==> src/rtl/keypad_pkg.sv <==
// Shared definitions for the 4x4 hex keypad scanner: FSM states, idle column
// drive and the (row,col) -> hex code map.
package keypad_pkg;

  typedef enum logic [1:0] {
    IDLE,
    PRESS_PEND,
    HELD,
    RELEASE_PEND
  } state_t;

  localparam logic [3:0] COL_IDLE = 4'b1110;

  // Indexed by 4*row + col; entry 0 is (r0,c0).
  localparam logic [15:0][3:0] KEY_MAP = {
    4'hD, 4'hE, 4'hF, 4'h0,
    4'hC, 4'h9, 4'h8, 4'h7,
    4'hB, 4'h6, 4'h5, 4'h4,
    4'hA, 4'h3, 4'h2, 4'h1
  };

  function automatic logic [3:0] key_code(input logic [3:0] idx);
    return KEY_MAP[idx];
  endfunction

endpackage

==> src/rtl/sync_2ff.sv <==
// Two-flop synchronizer for asynchronous level inputs (keypad rows, switches,
// buttons) with a configurable reset value.
module sync_2ff #(
  parameter int              WIDTH       = 1,
  parameter logic [WIDTH-1:0] RESET_VALUE = '0
) (
  input  logic             clk,
  input  logic             rst,
  input  logic [WIDTH-1:0] d,
  output logic [WIDTH-1:0] q
);

  logic [WIDTH-1:0] meta;

  always_ff @(posedge clk or posedge rst) begin
    if (rst) begin
      meta <= RESET_VALUE;
      q    <= RESET_VALUE;
    end else begin
      meta <= d;
      q    <= meta;
    end
  end

endmodule

==> src/rtl/keypad_scanner.sv <==
// Scans a 4x4 hex keypad, debounces over whole scans and shifts each accepted
// key into a 16-bit value/set pair suitable for the 7-segment display driver.
module keypad_scanner
  import keypad_pkg::*;
#(
  parameter int SCAN_BIT       = 16,
  parameter int DEBOUNCE_SCANS = 4
) (
  input  logic        clk,
  input  logic        rst,
  input  logic [3:0]  row,
  input  logic        clear,
  output logic [3:0]  col,
  output logic [3:0]  key,
  output logic        key_valid,
  output logic        key_down,
  output logic [15:0] value,
  output logic        set
);

  localparam int CNT_W = (DEBOUNCE_SCANS < 2) ? 1 : $clog2(DEBOUNCE_SCANS + 1);
  localparam logic [CNT_W-1:0] DEB_CNT = CNT_W'(DEBOUNCE_SCANS);
  localparam logic [CNT_W-1:0] CNT_ONE = CNT_W'(1);

  logic [3:0]          row_sync;
  logic [SCAN_BIT+1:0] scan_cnt;
  logic [1:0]          col_sel;
  logic                last_dwell;
  logic                scan_done;
  logic [15:0]         scan_map;
  logic [15:0]         map_next;
  logic [4:0]          hit_count;
  logic [3:0]          hit_idx;
  logic                single;
  logic                none;
  logic [3:0]          cand_code;
  state_t              state;
  logic [3:0]          pend_code;
  logic [CNT_W-1:0]    stab_cnt;
  logic [CNT_W-1:0]    stab_inc;
  logic                accept;
  logic                release_done;

  sync_2ff #(
    .WIDTH       (4),
    .RESET_VALUE (4'b1111)
  ) u_row_sync (
    .clk (clk),
    .rst (rst),
    .d   (row),
    .q   (row_sync)
  );

  assign col_sel    = scan_cnt[SCAN_BIT+1:SCAN_BIT];
  assign last_dwell = &scan_cnt[SCAN_BIT-1:0];
  assign scan_done  = last_dwell && (col_sel == 2'd3);
  assign col        = ~(4'b0001 << col_sel);

  // The current column's sample is merged in so a scan result includes column 3.
  always_comb begin
    map_next = scan_map;
    for (int r = 0; r < 4; r++) begin
      map_next[4*r + int'(col_sel)] = ~row_sync[r];
    end
  end

  always_comb begin
    hit_count = '0;
    hit_idx   = '0;
    for (int i = 0; i < 16; i++) begin
      if (map_next[i]) begin
        hit_count = hit_count + 5'd1;
        hit_idx   = 4'(i);
      end
    end
  end

  assign single    = (hit_count == 5'd1);
  assign none      = (hit_count == 5'd0);
  assign cand_code = key_code(hit_idx);
  assign stab_inc  = stab_cnt + CNT_ONE;

  assign accept = scan_done && single &&
                  (((state == IDLE) && (DEBOUNCE_SCANS == 1)) ||
                   ((state == PRESS_PEND) && (cand_code == pend_code) && (stab_inc == DEB_CNT)));

  assign release_done = scan_done && none &&
                        (((state == HELD) && (DEBOUNCE_SCANS == 1)) ||
                         ((state == RELEASE_PEND) && (stab_inc == DEB_CNT)));

  always_ff @(posedge clk or posedge rst) begin
    if (rst) begin
      scan_cnt <= '0;
      scan_map <= '0;
    end else begin
      scan_cnt <= scan_cnt + 1'b1;
      if (last_dwell) scan_map <= map_next;
    end
  end

  always_ff @(posedge clk or posedge rst) begin
    if (rst) begin
      state     <= IDLE;
      pend_code <= '0;
      stab_cnt  <= '0;
      key       <= '0;
      key_valid <= 1'b0;
      key_down  <= 1'b0;
    end else begin
      key_valid <= 1'b0;
      if (accept) begin
        state     <= HELD;
        key       <= cand_code;
        key_valid <= 1'b1;
        key_down  <= 1'b1;
      end else if (release_done) begin
        state    <= IDLE;
        key_down <= 1'b0;
      end else if (scan_done) begin
        case (state)
          IDLE: begin
            if (single) begin
              state     <= PRESS_PEND;
              pend_code <= cand_code;
              stab_cnt  <= CNT_ONE;
            end
          end
          PRESS_PEND: begin
            if (!single) begin
              state <= IDLE;
            end else if (cand_code != pend_code) begin
              pend_code <= cand_code;
              stab_cnt  <= CNT_ONE;
            end else begin
              stab_cnt <= stab_inc;
            end
          end
          HELD: begin
            if (none) begin
              state    <= RELEASE_PEND;
              stab_cnt <= CNT_ONE;
            end
          end
          RELEASE_PEND: begin
            if (!none) state <= HELD;
            else       stab_cnt <= stab_inc;
          end
          default: state <= IDLE;
        endcase
      end
    end
  end

  // Clear beats a simultaneous key acceptance; the oldest digit falls off the top.
  always_ff @(posedge clk or posedge rst) begin
    if (rst) begin
      value <= '0;
      set   <= 1'b0;
    end else if (clear) begin
      value <= '0;
      set   <= 1'b1;
    end else if (accept) begin
      value <= {value[11:0], cand_code};
      set   <= 1'b1;
    end else begin
      set <= 1'b0;
    end
  end

endmodule

==> config.mk <==
export PLATFORM = sky130hd
export DESIGN_NAME = keypad_scanner
export DESIGN_NICKNAME = d
export VERILOG_FILES = /design/src/rtl/keypad_pkg.sv /design/src/rtl/sync_2ff.sv /design/src/rtl/keypad_scanner.sv
export SDC_FILE = /design/constraint.sdc
export NUM_CORES = 1
export LEC_CHECK = 0
export BUFFER_PORTS_ARGS = -buffer_cell sky130_fd_sc_hd__buf_4
export CAP_MARGIN = 25
export CORE_ASPECT_RATIO = 0.9
export CORE_UTILIZATION = 35
export DETAILED_ROUTE_END_ITERATION = 8
export PLACE_DENSITY_LB_ADDON = 0.08
export SYNTH_ARGS = -nofsm -noshare
export SYNTH_HDL_FRONTEND = slang
export SYNTH_SLANG_ARGS = --single-unit
==> constraint.sdc <==
create_clock -name clk -period 12.45 [get_ports clk]
set_input_delay 3.735 -clock clk [delete_from_list [all_inputs] [get_ports clk]]
set_output_delay 3.735 -clock clk [all_outputs]
set_load 0.005 [all_outputs]
==> out/qor.csv <==
metric;value;unit
status;completed;
fmax;88.9;MHz
port_buffers;33;
io_pins;34;
powerDensity;82.1;mW/mm^2
htree_levels;3;
synth-edff-count;0;
start_kind;flop;
grt_first_pass_wirelength;25.8;mm
synth_area;0.00603;mm^2
power;0.551;mW
fp-row-count;45;
cts_resized;0;
sw_frac_of_total;27.1;%
clk_pin_slew;0.06;ns
grt-ovfl-total;0;
crit_type;flop to flop;
ys_warn_count;0;
relSlewSlack;42.3;%
post-route-period-util;90.4;%
async_flop_share;100;%
grt_max_degree;75;
start_util;35.7;%
path_max_fanout;15;
seq_power_share;44.6;%
avgRoutedWirePerCell;17.4;um
ff2ff_path_depth;51;
die_area;0.0178;mm^2
syn_area_per_cell;8.98;um^2
tritoncts;yes;
post_drt_via_cell_ratio;5.59;
fin_nets;712;
power_frac_comb;11.5;%
max_stage_delay;0.67;ns
wl;15.7;mm
drv_slew;0;
post-cts-setup-buffers;0;
max_slew.worst_pin.slew;0.859;ns
setup_tns;0;ns
synth_fp_nets;699;
cts.sinks;74;
dr.pass1.iters;5;
rsz0062_at_grt;false;
coreArea;0.0169;mm^2
track_usage;18.6;%
drt_iter0_drc;322;
vdd_drop_max;0.0695;mV
drive_gt1_share;17.0;%
syn_inst;672;
arrival;11.51;ns
cpMostUsedCell;ha_1;
min-delay-start;u_row_sync.meta[0];
insertedDiodeCount;0;
place.gp.congestion;0.853;
p_sw;0.149;mW
p_int;0.402;mW
vias;5034;
numCtsBuffers;9;
ys.flop_type;dfrtp_1;
die_h;127;um
finalHoldViolCount;0;
nFillCells;1712;
root_buffer;clkbuf_16;
crit_buf_inv;4;
crit_family;adder cells;
antenna_found_initial;0;
critPathSlowestCell;dfrtp_1;
syn_to_final_growth;11.2;%
cp.required;12.70;ns
r2r-end;value[0];
drc;0;
finalClockSkew;0.0126;ns
first_global_vias;4737;
clock_latency;0.34;ns
die_w;140;um
clockBufferDepth;2;
min_delay_worst_endpoint;u_row_sync.q[0];
dpl.hpwl;11.8;mm
r2r_start;scan_cnt[16];
max-cap-violations;0;
min_period;11.25;ns
r2r_slack;1.20;ns
hp-class;flop to flop;
ant_nets;0;
ctsHoldBuffers;0;
synth-seq-cells;74;
p_clk_share;43.9;%
worstHoldPathCells;0;
leakagePower;2.83;nW
utilization;39.7;%
yosysSeqAreaShare;30.9;%
end_kind;flop;
synth_cell_types;101;
setup_viol;0;
==> layer usage <==
layer,GRT usage (%),wire length (um),part of all wire (%)
met1,28.6,8400,53
met2,26.2,6440,41
met3,3.81,681,4.3
met5,0,0,0
met4,4.65,185,1.2
==> state kept, by name (all words and copies together) (netlist names), 3 cells and up <==
register,count
u_row_sync.meta,4
stab_cnt,3
pend_code,4
value,16
scan_cnt,18
u_row_sync.q,4
scan_map,16
key,4
==> cell families (layout without fill, tap and decap cells) <==
kind of cell               count (synthesis)  count (layout)  synth area share, %
AOI/OAI and AO/OA                        179             179                 20.3
xor gates and xnor gates                  72              72                 13.4
adders and majority gates                 20              20                 4.15
buffers and inverters                     73              91                 5.16
DFF                                       74              74                 30.9
muxes                                     32              32                 6.18
and+or+nand+nor                          222             222                 19.9
==> metrics by stage <==
stage                     cell area (um^2)  cells  worst slack, ns  hold slack, ns
after CTS                             6680    900             1.25           0.356
final                                 6710    901             1.20           0.355
after floorplan                       6030    672             2.69           0.345
after global placement                6400    883             1.62           0.346
after detailed placement              6410    884             1.30           0.347
after global routing                  6710    901            0.200           0.357
==> Yosys cell counts (all sizes together) (20+ instances only) <==
master  number  area share (%)
xor2        25             4.3
inv         35             2.2
nand4       21             2.2
a21oi       43             3.6
o21ai       55             4.7
nand3       20             1.7
nand2       50             3.1
clkbuf      20             1.3
xnor2       39             5.9
dfrtp       66              27
ha          20             4.1
nor2        45             2.8
==> area by class of cell <==
type                            count  area (um^2)  area share [%]
Sequential cell                    74         1860            27.8
Clock inverter                      6         42.5           0.634
Timing Repair Buffer               39          313            4.66
Clock buffer                       10          229            3.41
Multi-Input combinational cell    525         3860            57.6
Inverter                           36          136            2.03
Tap cell                          211          264            3.94
==> how the worst max path moves through the flow <==
stage                             from  cells after the start  slack, ns   endpoint
after global placement    scan_cnt[16]                     50       1.62   value[1]
after detailed placement  scan_cnt[16]                     51       1.30   value[0]
final                     scan_cnt[16]                     51       1.20   value[0]
after global routing      scan_cnt[16]                     51       0.20   value[0]
after CTS                 scan_cnt[16]                     51       1.25   value[0]
after floorplan           scan_cnt[17]                     51       2.69  value[10]
==> power groups by stage <==
| stage | Sequential [mW] | Combinational [mW] | Clock (mW) |
|---|---|---|---|
| 2_1_floorplan | 0.248 | 0.0498 | 0 |
| 3_3_place_gp | 0.250 | 0.0611 | 0 |
| 3_5_place_dp | 0.250 | 0.0624 | 0 |
| 4_1_cts | 0.246 | 0.0627 | 0.250 |
| 5_1_grt | 0.246 | 0.0719 | 0.260 |
| 6_report | 0.246 | 0.0633 | 0.242 |
==> layout by cell type, fill, tap and decap left out, drive strengths merged, types with 5 or more instances in the layout <==
master,count
o21a,6
mux2i,18
xnor2,39
o22ai,6
and3,6
a22oi,6
nand2,50
mux2,14
nor2,45
xor2,25
a31oi,7
or2,5
a21boi,5
clkbuf,10
a21oi,43
nor2b,6
ha,20
and2,6
or3,8
dfrtp,66
nand2b,11
nor3,16
o311ai,5
nand3,20
clkinv,5
nand4,21
buf,39
nor4b,5
inv,35
a21o,6
o21ai,55
dfstp,8
==> worst register-to-register path, delay by kind of cell, from the launching register on <==
| kind | cells | cell delay (ns) |
|---|---|---|
| adders and majority gates | 14 | 4.18 |
| AOI/OAI and AO/OA | 15 | 3.10 |
| and+or+nand+nor | 14 | 1.90 |
| DFF | 1 | 0.67 |
| buffers and inverters | 4 | 0.56 |
| xor gates and xnor gates | 2 | 0.38 |
| muxes | 2 | 0.38 |
Power figures use the tool's default switching activity.
